**config.mk**
```make
export PLATFORM = sky130hd
export DESIGN_NAME = ks_pipe_sub
export DESIGN_NICKNAME = d
export VERILOG_FILES = /design/src/rtl/ks_pkg.sv /design/src/rtl/ks_prefix_level.sv /design/src/rtl/ks_pipe_sub.sv
export SDC_FILE = /design/constraint.sdc
export NUM_CORES = 1
export LEC_CHECK = 0
export ABC_CLOCK_PERIOD_IN_PS = 6980
export CORE_AREA = 8 8 159 161
export CTS_CLUSTER_DIAMETER = 100
export DETAILED_ROUTE_END_ITERATION = 12
export DIE_AREA = 0 0 167 169
export PLACE_DENSITY = 0.51
export SYNTH_ARGS = -nofsm -noshare
export SYNTH_HDL_FRONTEND = slang
export SYNTH_HIERARCHICAL = 1
export SYNTH_SLANG_ARGS = --single-unit
```
**constraint.sdc**
```tcl
create_clock -name clk -period 6.98 [get_ports clk]
set_input_delay 1.396 -clock clk [delete_from_list [all_inputs] [get_ports clk]]
set_output_delay 1.396 -clock clk [all_outputs]
set_load 0.02 [all_outputs]
```
**src/rtl/ks_pkg.sv**
```systemverilog
// Shared Kogge-Stone definitions for the adder and subtractor datapaths.
// Holds the prefix-depth function, the P/G bundle type and the mid-register tap level.
package ks_pkg;

    localparam int KS_WIDTH = 16;

    function automatic int ks_levels(input int width);
        return $clog2(width);
    endfunction

    localparam int LEVELS    = ks_levels(KS_WIDTH);
    localparam int MID_LEVEL = LEVELS / 2;

    typedef struct packed {
        logic [KS_WIDTH-1:0] p;
        logic [KS_WIDTH-1:0] g;
    } pg_t;

endpackage

```
**src/rtl/ks_prefix_level.sv**
```systemverilog
// One combinational Kogge-Stone prefix level: every bit at or above DIST merges
// with the group DIST positions below it; the lower bits pass through unchanged.
module ks_prefix_level
    import ks_pkg::*;
#(
    parameter int WIDTH = 16,
    parameter int DIST  = 1
) (
    input  logic [WIDTH-1:0] p_i,
    input  logic [WIDTH-1:0] g_i,
    output logic [WIDTH-1:0] p_o,
    output logic [WIDTH-1:0] g_o
);

    generate
        for (genvar gi = 0; gi < WIDTH; gi++) begin : g_bit
            if (gi >= DIST) begin : g_merge
                assign g_o[gi] = g_i[gi] | (p_i[gi] & g_i[gi-DIST]);
                assign p_o[gi] = p_i[gi] & p_i[gi-DIST];
            end else begin : g_pass
                assign g_o[gi] = g_i[gi];
                assign p_o[gi] = p_i[gi];
            end
        end
    endgenerate

endmodule

```
**src/rtl/ks_pipe_sub.sv**
```systemverilog
// Pipelined Kogge-Stone subtractor: diff = a - b - bin computed as a + ~b + ~bin.
// Optional registered ovf/zero/neg flags are enabled by defining KS_SUB_FLAGS_EN.
module ks_pipe_sub
    import ks_pkg::*;
#(
    parameter int WIDTH   = 16,
    parameter int MID_REG = 1
) (
    input  logic             clk,
    input  logic             rst,
    input  logic             in_valid,
    output logic             in_ready,
    input  logic [WIDTH-1:0] a,
    input  logic [WIDTH-1:0] b,
    input  logic             bin,
    output logic             out_valid,
    input  logic             out_ready,
    output logic [WIDTH-1:0] diff,
    output logic             borrow
`ifdef KS_SUB_FLAGS_EN
    ,
    output logic             ovf,
    output logic             zero,
    output logic             neg
`endif
);

    localparam int LV  = ks_levels(WIDTH);
    localparam int MID = LV / 2;

    logic             s0_valid_q;
    logic [WIDTH-1:0] s0_p_q;
    logic [WIDTH-1:0] s0_g_q;
    logic             s0_cin_q;
    logic             out_valid_q;
    logic [WIDTH-1:0] diff_q;
    logic             borrow_q;
    logic             adv_out;
    logic             adv_fin;
    logic             adv_s0;
    logic             fin_valid;
    logic [WIDTH-1:0] fin_p0;
    logic             fin_cin;
    logic [WIDTH-1:0] carry;
    logic [WIDTH-1:0] diff_d;
    logic             borrow_d;
    logic [WIDTH-1:0] lv_p   [LV+1];
    logic [WIDTH-1:0] lv_g   [LV+1];
    logic [WIDTH-1:0] lvin_p [LV];
    logic [WIDTH-1:0] lvin_g [LV];
`ifdef KS_SUB_FLAGS_EN
    logic             s0_amsb_q;
    logic             s0_bmsb_q;
    logic             fin_amsb;
    logic             fin_bmsb;
    logic             ovf_q;
    logic             zero_q;
    logic             neg_q;
`endif

    assign adv_out  = ~out_valid_q | out_ready;
    assign adv_s0   = ~s0_valid_q | adv_fin;
    assign in_ready = adv_s0;

    always_ff @(posedge clk or posedge rst) begin
        if (rst) begin
            s0_valid_q <= 1'b0;
            s0_p_q     <= '0;
            s0_g_q     <= '0;
            s0_cin_q   <= 1'b0;
`ifdef KS_SUB_FLAGS_EN
            s0_amsb_q  <= 1'b0;
            s0_bmsb_q  <= 1'b0;
`endif
        end else if (adv_s0) begin
            s0_valid_q <= in_valid;
            if (in_valid) begin
                s0_p_q   <= a ^ ~b;
                s0_g_q   <= a & ~b;
                s0_cin_q <= ~bin;
`ifdef KS_SUB_FLAGS_EN
                s0_amsb_q <= a[WIDTH-1];
                s0_bmsb_q <= b[WIDTH-1];
`endif
            end
        end
    end

    // Carry-in acts as the generate of bit -1, so fold it into bit 0 before the tree.
    assign lv_p[0] = s0_p_q;
    assign lv_g[0] = {s0_g_q[WIDTH-1:1], s0_g_q[0] | (s0_p_q[0] & s0_cin_q)};

    generate
        for (genvar gi = 0; gi < LV; gi++) begin : g_level
            if (gi != MID) begin : g_direct
                assign lvin_p[gi] = lv_p[gi];
                assign lvin_g[gi] = lv_g[gi];
            end
            ks_prefix_level #(
                .WIDTH (WIDTH),
                .DIST  (1 << gi)
            ) u_level (
                .p_i (lvin_p[gi]),
                .g_i (lvin_g[gi]),
                .p_o (lv_p[gi+1]),
                .g_o (lv_g[gi+1])
            );
        end

        if (MID_REG != 0) begin : g_mid
            logic             mid_valid_q;
            logic [WIDTH-1:0] mid_p_q;
            logic [WIDTH-1:0] mid_g_q;
            logic [WIDTH-1:0] mid_p0_q;
            logic             mid_cin_q;
`ifdef KS_SUB_FLAGS_EN
            logic             mid_amsb_q;
            logic             mid_bmsb_q;
`endif
            always_ff @(posedge clk or posedge rst) begin
                if (rst) begin
                    mid_valid_q <= 1'b0;
                    mid_p_q     <= '0;
                    mid_g_q     <= '0;
                    mid_p0_q    <= '0;
                    mid_cin_q   <= 1'b0;
`ifdef KS_SUB_FLAGS_EN
                    mid_amsb_q  <= 1'b0;
                    mid_bmsb_q  <= 1'b0;
`endif
                end else if (adv_fin) begin
                    mid_valid_q <= s0_valid_q;
                    if (s0_valid_q) begin
                        mid_p_q   <= lv_p[MID];
                        mid_g_q   <= lv_g[MID];
                        mid_p0_q  <= s0_p_q;
                        mid_cin_q <= s0_cin_q;
`ifdef KS_SUB_FLAGS_EN
                        mid_amsb_q <= s0_amsb_q;
                        mid_bmsb_q <= s0_bmsb_q;
`endif
                    end
                end
            end
            assign adv_fin     = ~mid_valid_q | adv_out;
            assign lvin_p[MID] = mid_p_q;
            assign lvin_g[MID] = mid_g_q;
            assign fin_valid   = mid_valid_q;
            assign fin_p0      = mid_p0_q;
            assign fin_cin     = mid_cin_q;
`ifdef KS_SUB_FLAGS_EN
            assign fin_amsb    = mid_amsb_q;
            assign fin_bmsb    = mid_bmsb_q;
`endif
        end else begin : g_nomid
            assign adv_fin     = adv_out;
            assign lvin_p[MID] = lv_p[MID];
            assign lvin_g[MID] = lv_g[MID];
            assign fin_valid   = s0_valid_q;
            assign fin_p0      = s0_p_q;
            assign fin_cin     = s0_cin_q;
`ifdef KS_SUB_FLAGS_EN
            assign fin_amsb    = s0_amsb_q;
            assign fin_bmsb    = s0_bmsb_q;
`endif
        end
    endgenerate

    assign carry    = lv_g[LV];
    assign diff_d   = fin_p0 ^ {carry[WIDTH-2:0], fin_cin};
    assign borrow_d = ~carry[WIDTH-1];

    always_ff @(posedge clk or posedge rst) begin
        if (rst) begin
            out_valid_q <= 1'b0;
            diff_q      <= '0;
            borrow_q    <= 1'b0;
`ifdef KS_SUB_FLAGS_EN
            ovf_q       <= 1'b0;
            zero_q      <= 1'b0;
            neg_q       <= 1'b0;
`endif
        end else if (adv_out) begin
            out_valid_q <= fin_valid;
            if (fin_valid) begin
                diff_q   <= diff_d;
                borrow_q <= borrow_d;
`ifdef KS_SUB_FLAGS_EN
                ovf_q    <= (fin_amsb ^ fin_bmsb) & (fin_amsb ^ diff_d[WIDTH-1]);
                zero_q   <= (diff_d == '0);
                neg_q    <= diff_d[WIDTH-1];
`endif
            end
        end
    end

    assign out_valid = out_valid_q;
    assign diff      = diff_q;
    assign borrow    = borrow_q;
`ifdef KS_SUB_FLAGS_EN
    assign ovf       = ovf_q;
    assign zero      = zero_q;
    assign neg       = neg_q;
`endif

endmodule

```
==> impl_metrics.prom, run 1 <==
# TYPE chip_impl_metric gauge
chip_impl_metric{name="share_of_power_burned_in_the_clock_network",unit="%"} 26.8
chip_impl_metric{name="cell_area_after_synthesis",unit="um^2"} 4984
chip_impl_metric{name="mean_area_per_synthesized_cell",unit="um^2"} 13.80
chip_impl_metric{name="cts_buffer_depth",unit=""} 2
chip_impl_metric{name="antenna_violating_nets_post_route",unit=""} 0
chip_impl_info{name="rsz0062_at_grt",value="false"} 1
chip_impl_metric{name="fin_nets",unit=""} 457
chip_impl_metric{name="ir_worst_vdd",unit="V"} 0.0001442
chip_impl_info{name="cell_repeated_most_along_the_worst_path",value="sky130_fd_sc_hd__clkdlybuf4s50_1"} 1
chip_impl_metric{name="timing.reg2reg.setup_slack",unit="ps"} 4990
chip_impl_metric{name="cell_internal_pwr",unit="W"} 0.001407
chip_impl_metric{name="placement_rows",unit=""} 56
chip_impl_info{name="gr-max-usage-layer",value="met2"} 1
chip_impl_metric{name="timing.critical_path.slowest_cell_delay",unit="ps"} 630
chip_impl_metric{name="fillCellCount",unit=""} 2321
chip_impl_metric{name="final_layout_size_suffix_gt1_share",unit="%"} 29.83
chip_impl_metric{name="min_path_cells",unit=""} 1
chip_impl_info{name="holdCritPathClass",value="reg -> reg"} 1
chip_impl_metric{name="hold_buffers",unit=""} 0
chip_impl_metric{name="fp.dieH",unit="um"} 169
chip_impl_metric{name="tritoncts.num_buffers",unit=""} 9
chip_impl_info{name="cp_cell_sequence",value="clkdlybuf4s50_1 -> nand4b_2 -> clkdlybuf4s50_1"} 1
chip_impl_info{name="timing.setup.critical_path_class",value="in -> out"} 1
chip_impl_info{name="cts_tree",value="built"} 1
chip_impl_metric{name="grt.overflow.total",unit=""} 0
chip_impl_metric{name="initial_antenna_violation_count",unit=""} 0
chip_impl_metric{name="final_cell_area",unit="um^2"} 5997
chip_impl_info{name="min_from",value="diff[10]"} 1
chip_impl_metric{name="cts_repair_resize_count",unit=""} 0
chip_impl_metric{name="max_freq",unit="MHz"} 243.5
chip_impl_metric{name="cts.repair_timing.setup_buffer_count",unit=""} 0
chip_impl_info{name="crit_family",value="buffers and inverters"} 1
chip_impl_metric{name="place_ws",unit="ps"} 2864
chip_impl_metric{name="dr_total_vias",unit=""} 2718
chip_impl_metric{name="gp_congestion",unit=""} 0.7179
chip_impl_metric{name="globalRouteMet2Util",unit="%"} 11.22
chip_impl_metric{name="worst_path_required",unit="ps"} 5580
chip_impl_metric{name="areaGrowthSynthToFinish",unit="%"} 20.34
chip_impl_metric{name="groute.usage.overall",unit="%"} 7.223
chip_impl_metric{name="coreArea",unit="um^2"} 22910
chip_impl_metric{name="timing.setup.tns",unit="ps"} 0
chip_impl_metric{name="first_iter_violations",unit=""} 118
chip_impl_metric{name="wl",unit="um"} 9791
chip_impl_metric{name="crit_arrival",unit="ps"} 2710
chip_impl_metric{name="grt_start_max_net_pins",unit=""} 71
chip_impl_info{name="worstSetupEndpointType",value="primary output"} 1
chip_impl_info{name="min_to",value="diff[10]"} 1
chip_impl_metric{name="seq_power_share",unit="%"} 42.4
chip_impl_metric{name="synthesis.nets",unit=""} 414
chip_impl_metric{name="viasPerCell",unit=""} 3.888
chip_impl_metric{name="max_transition_viols_final",unit=""} 0
chip_impl_metric{name="port-buffer-count",unit=""} 55
chip_impl_info{name="critical-path-slowest-cell",value="sky130_fd_sc_hd__clkdlybuf4s50_1"} 1
chip_impl_metric{name="design.portCount",unit=""} 56
chip_impl_metric{name="worst_reg_to_reg_path_cell_count",unit=""} 3
chip_impl_info{name="regToRegStartpoint",value="fin_valid"} 1
chip_impl_metric{name="clk_pin_slew_worst_paths",unit="ps"} 70
chip_impl_metric{name="design.die.area",unit="um^2"} 28220
chip_impl_metric{name="register_area",unit="um^2"} 2452
chip_impl_metric{name="final.setup_skew",unit="ps"} 8.930
chip_impl_metric{name="finalCriticalPeriod",unit="ps"} 4106
chip_impl_info{name="clock_tree.root_cell",value="sky130_fd_sc_hd__clkbuf_16"} 1
chip_impl_metric{name="first_global_vias",unit=""} 2988
chip_impl_metric{name="yosysWarnings",unit=""} 6
chip_impl_metric{name="clk_latency",unit="ps"} 350
chip_impl_metric{name="hold_viol_final",unit=""} 0
chip_impl_info{name="reg2reg_capture_point",value="g_mid.mid_g_q[4]"} 1
chip_impl_metric{name="power.share.combinational",unit="%"} 30.9
chip_impl_metric{name="use_met3",unit="%"} 1.537
chip_impl_metric{name="clock_tree.htree_level_count",unit=""} 3
chip_impl_metric{name="wire_length_per_cell_after_detailed_routing",unit="um"} 14.01
chip_impl_metric{name="timing.final.crit_share",unit="%"} 58.83
chip_impl_metric{name="timing.hold.ws",unit="ps"} 507.7
chip_impl_metric{name="groute.layer.met1.usage",unit="%"} 9.582
chip_impl_metric{name="post-route-worst-setup-slack",unit="ps"} 2874
chip_impl_metric{name="die_w",unit="um"} 167
chip_impl_metric{name="path_buf_inv",unit=""} 2
chip_impl_metric{name="postPlaceCellArea",unit="um^2"} 5672
chip_impl_metric{name="multiInputGateArea",unit="um^2"} 2226
chip_impl_metric{name="net_switching_power_figure",unit="W"} 0.0006055
chip_impl_metric{name="floorplan.initialDensity",unit="%"} 21.75
chip_impl_metric{name="synthesis.instances",unit=""} 361
chip_impl_metric{name="finalSetupViolations",unit=""} 0
chip_impl_metric{name="power_leakage",unit="nW"} 2.982
chip_impl_metric{name="drv_cap",unit=""} 0
chip_impl_info{name="outcome",value="completed"} 1
chip_impl_metric{name="worst-slew-pin-transition",unit="ps"} 1196
chip_impl_metric{name="detailedRoute.firstPassIterationCount",unit=""} 4
chip_impl_metric{name="cts.sink_count",unit=""} 98
chip_impl_metric{name="detailedPlacementHpwl",unit="um"} 7510
chip_impl_metric{name="grt_first_pass_wirelength",unit="um"} 16190
chip_impl_metric{name="timing.slew.headroom",unit="%"} 19.95
chip_impl_metric{name="p_sw_share",unit="%"} 30.09
chip_impl_info{name="cp-start-kind",value="input port"} 1
chip_impl_metric{name="crit_fanout",unit=""} 3
chip_impl_metric{name="route.detailed.drc",unit=""} 0
chip_impl_metric{name="power.density_cell_area",unit="nW/um^2"} 335.6
chip_impl_metric{name="antenna_cells_inserted",unit=""} 0
-- metal layers --
layer	part of all wire (%)	up-vias
li1	-	1316
met1	49	1354
met2	46	38
met3	2.9	10
met4	1.8	0
met5	0	-
-- worst register-to-register path: cells and delay by family (launching register included) --
family | cells | cell delay (ps)
DFF | 1 | 430
muxes | 1 | 470
and+or+nand+nor | 2 | 980
-- power by group through the flow --
stage	Combinational [W]	Clock, W	Sequential (W)
after floorplan	0.000417	0	0.000885
after global placement	0.000629	0	0.000862
after detailed placement	0.000638	0	0.000870
after CTS	0.000642	0.000556	0.000858
after global routing	0.000679	0.000580	0.000879
final	0.000621	0.000539	0.000853
-- stage by stage --
stage                     util (%)  total power (W)  std cells
after detailed placement     24.75         0.001508        683
after CTS                    26.17         0.002055        699
after floorplan                  -         0.001303        361
after global placement       24.75         0.001491        683
final                        26.17         0.002012        699
after global routing         26.17         0.002138        699
-- cell type report --
cell class / instances / area share, %
repair buffers: 56 / 9.305
clock inverters: 7 / 1.669
well taps: 290 / 6.050
multi-input cells: 220 / 37.12
inverters: 19 / 1.210
clock buffers: 9 / 3.755
flip-flops and latches: 98 / 40.89
-- registers in the layout, summed over array words and instances, names as in the netlist, 12 cells and up --
| name | flops |
|---|---|
| s0_p_q | 16 |
| s0_g_q | 16 |
| diff | 16 |
| g_mid.mid_p_q | 12 |
| fin_p0 | 16 |
| g_mid.mid_g_q | 16 |
-- cells in the final DEF, fill, tap and decap left out, drive strengths merged --
cell type / instances
dfrtp: 98
mux2: 93
clkdlybuf4s50: 55
a21o: 50
and2: 34
inv: 20
xor2: 16
ha: 16
clkbuf: 9
nand2b: 3
nand2: 3
clkinv: 2
mux2i: 2
clkinvlp: 2
bufinv: 2
nand3b: 1
nand4b: 1
or2b: 1
buf: 1
-- how the worst max path moves through the flow --
stage	from	end	slack [ps]	cells past startpoint
2_1_floorplan	rst	borrow	3020	1
3_3_place_gp	out_ready	in_ready	2910	3
3_5_place_dp	out_ready	in_ready	2860	3
4_1_cts	out_ready	in_ready	2850	3
5_1_grt	out_ready	in_ready	2830	3
6_report	out_ready	in_ready	2870	3
No activity file was read; power rests on OpenSTA's default activity.
==> inputs of run 2 (changes only) <==
Settings changed: ABC_CLOCK_PERIOD_IN_PS 6980 to 4260.
Clock period 6.98 ns to 4.26 ns, I/O delays scaled along.
==> impl_metrics.prom, run 2 (synthesis results as in run 1) <==
# TYPE chip_impl_metric gauge
chip_impl_info{name="layout.cells.most_common",value="sky130_fd_sc_hd__dfrtp_1"} 1
chip_impl_metric{name="route.detailed.drc",unit=""} 0
chip_impl_metric{name="multiInputGateArea",unit="um^2"} 2226
chip_impl_metric{name="first_global_vias",unit=""} 3012
chip_impl_info{name="cts_tree",value="built"} 1
chip_impl_metric{name="initial_antenna_violation_count",unit=""} 0
chip_impl_metric{name="coreArea",unit="um^2"} 22910
chip_impl_metric{name="hold_buffers",unit=""} 0
chip_impl_metric{name="gp_congestion",unit=""} 0.7231
chip_impl_metric{name="power.share.combinational",unit="%"} 31.7
chip_impl_metric{name="antenna_cells_inserted",unit=""} 0
chip_impl_metric{name="crit_arrival",unit="ps"} 2150
chip_impl_metric{name="groute.usage.overall",unit="%"} 7.166
chip_impl_metric{name="seq_power_share",unit="%"} 43.6
chip_impl_metric{name="placement_rows",unit=""} 56
chip_impl_metric{name="tritoncts.num_buffers",unit=""} 9
chip_impl_metric{name="finalCriticalPeriod",unit="ps"} 3005
chip_impl_metric{name="antenna_violating_nets_post_route",unit=""} 0
chip_impl_metric{name="net_switching_power_figure",unit="W"} 0.0009596
chip_impl_metric{name="clk_pin_slew_worst_paths",unit="ps"} 60
chip_impl_metric{name="fin_nets",unit=""} 459
chip_impl_metric{name="final_layout_size_suffix_gt1_share",unit="%"} 29.27
chip_impl_metric{name="dr_total_vias",unit=""} 2680
chip_impl_metric{name="timing.setup.tns",unit="ps"} 0
chip_impl_metric{name="first_iter_violations",unit=""} 122
chip_impl_metric{name="share_of_power_burned_in_the_clock_network",unit="%"} 24.7
chip_impl_metric{name="power",unit="W"} 0.003214
chip_impl_metric{name="grt_start_max_net_pins",unit=""} 37
chip_impl_metric{name="timing.slew.headroom",unit="%"} 59.16
chip_impl_metric{name="fillCellCount",unit=""} 2337
chip_impl_info{name="worstSetupEndpointType",value="primary output"} 1
chip_impl_metric{name="max_transition_viols_final",unit=""} 0
chip_impl_metric{name="timing.final.crit_share",unit="%"} 70.55
chip_impl_metric{name="ir_worst_vdd",unit="V"} 0.0001863
chip_impl_info{name="rsz0062_at_grt",value="false"} 1
chip_impl_metric{name="drv_cap",unit=""} 0
chip_impl_info{name="outcome",value="completed"} 1
chip_impl_metric{name="post-route-worst-setup-slack",unit="ps"} 1255
chip_impl_metric{name="max_freq",unit="MHz"} 332.7
chip_impl_metric{name="place_ws",unit="ps"} 1258
chip_impl_metric{name="fp.dieH",unit="um"} 169
chip_impl_metric{name="areaGrowthSynthToFinish",unit="%"} 19.88
chip_impl_metric{name="port-buffer-count",unit=""} 55
chip_impl_metric{name="utilization",unit="%"} 26.08
chip_impl_metric{name="die_w",unit="um"} 167
chip_impl_metric{name="worst_path_required",unit="ps"} 3410
chip_impl_metric{name="clock_tree.htree_level_count",unit=""} 3
chip_impl_metric{name="wl",unit="um"} 9605
chip_impl_metric{name="design.portCount",unit=""} 56
chip_impl_metric{name="worst-slew-pin-transition",unit="ps"} 610.5
chip_impl_info{name="clock_tree.root_cell",value="sky130_fd_sc_hd__clkbuf_16"} 1
chip_impl_metric{name="crit_fanout",unit=""} 3
chip_impl_info{name="timing.setup.critical_path_class",value="in -> out"} 1
chip_impl_info{name="cp-start-kind",value="input port"} 1
chip_impl_metric{name="power.density_cell_area",unit="nW/um^2"} 538.0
chip_impl_metric{name="detailedPlacementHpwl",unit="um"} 7590
chip_impl_metric{name="viasPerCell",unit=""} 3.829
chip_impl_metric{name="grt.overflow.total",unit=""} 0
chip_impl_metric{name="clk_latency",unit="ps"} 340
chip_impl_metric{name="cts.repair_timing.setup_buffer_count",unit=""} 0
chip_impl_metric{name="power_leakage",unit="nW"} 2.974
chip_impl_metric{name="final.setup_skew",unit="ps"} 12.06
chip_impl_info{name="holdCritPathClass",value="reg -> reg"} 1
chip_impl_metric{name="cell_internal_pwr",unit="W"} 0.002254
chip_impl_metric{name="detailedRoute.firstPassIterationCount",unit=""} 4
chip_impl_metric{name="finalSetupViolations",unit=""} 0
chip_impl_metric{name="wire_length_per_cell_after_detailed_routing",unit="um"} 13.72
chip_impl_metric{name="design.die.area",unit="um^2"} 28220
chip_impl_metric{name="p_sw_share",unit="%"} 29.86
chip_impl_metric{name="grt_first_pass_wirelength",unit="um"} 16070
chip_impl_metric{name="floorplan.initialDensity",unit="%"} 21.75
chip_impl_metric{name="register_area",unit="um^2"} 2452
chip_impl_metric{name="cts.sink_count",unit=""} 98
chip_impl_metric{name="hold_viol_final",unit=""} 0
chip_impl_metric{name="cts_buffer_depth",unit=""} 2
chip_impl_info{name="layout.cells.most_common_list",value="98 x sky130_fd_sc_hd__dfrtp_1, 55 x sky130_fd_sc_hd__clkdlybuf4s50_1, 54 x sky130_fd_sc_hd__mux2_2"} 1
chip_impl_metric{name="cts_repair_resize_count",unit=""} 0
[run 2: critical path: stages]
cell and delay (ps):
sky130_fd_sc_hd__clkdlybuf4s50_1 490, sky130_fd_sc_hd__nand4b_2 180, sky130_fd_sc_hd__clkdlybuf4s50_1 630
[run 2: power by group through the flow]
stage | registers (W) | logic, W | clock network [W]
6_report | 0.00140 | 0.00102 | 0.000795
5_1_grt | 0.00144 | 0.00111 | 0.000863
4_1_cts | 0.00141 | 0.00105 | 0.000826
3_5_place_dp | 0.00143 | 0.00104 | 0
3_3_place_gp | 0.00142 | 0.00103 | 0
2_1_floorplan | 0.00145 | 0.000684 | 0
[run 2: per-stage QoR]
| step | instance area, um^2 | hold WS (ps) | std cells |
|---|---|---|---|
| after CTS | 5974 | 510.4 | 700 |
| final | 5974 | 502.6 | 700 |
| after detailed placement | 5687 | 495.8 | 685 |
| after global routing | 5974 | 529.0 | 700 |
| after global placement | 5687 | 494.3 | 685 |
| after floorplan | 4984 | 481.2 | 361 |
[run 2: routing by layer]
metal / vias to the layer above / track usage [%] / part of all wire [%] / routed length [um]
met2: 38 / 11.01 / 46 / 4415
met4: 0 / 3.290 / 1.4 / 133
li1: 1321 / - / - / -
met3: 8 / 1.700 / 2.9 / 280
met1: 1313 / 9.405 / 50 / 4775
met5: - / 0 / 0 / 0
[run 2: worst paths after layout]
| check | from | to | slack, ps | cells past startpoint |
|---|---|---|---|---|
| setup / recovery | out_ready | in_ready | 1250 | 3 |
| hold / removal | diff[10] | diff[10] | 500 | 1 |
| setup reg to reg | out_valid | fin_cin | 2290 | 4 |
| hold reg to reg | diff[10] | diff[10] | 500 | 1 |
| max in group asynchronous | rst | g_mid.mid_g_q[1] | 2520 | 3 |
| min in group asynchronous | rst | s0_valid_q | 870 | 2 |
[run 2: area by class of cell]
type                       count  share of cell area [%]
inverter                      19                   1.215
sequential                    98                   41.05
clock inverter                 2                  0.6283
tap                          290                   6.073
clock buffer                  13                   4.188
multi-input combinational    220                   37.26
timing repair buffer          58                   9.592
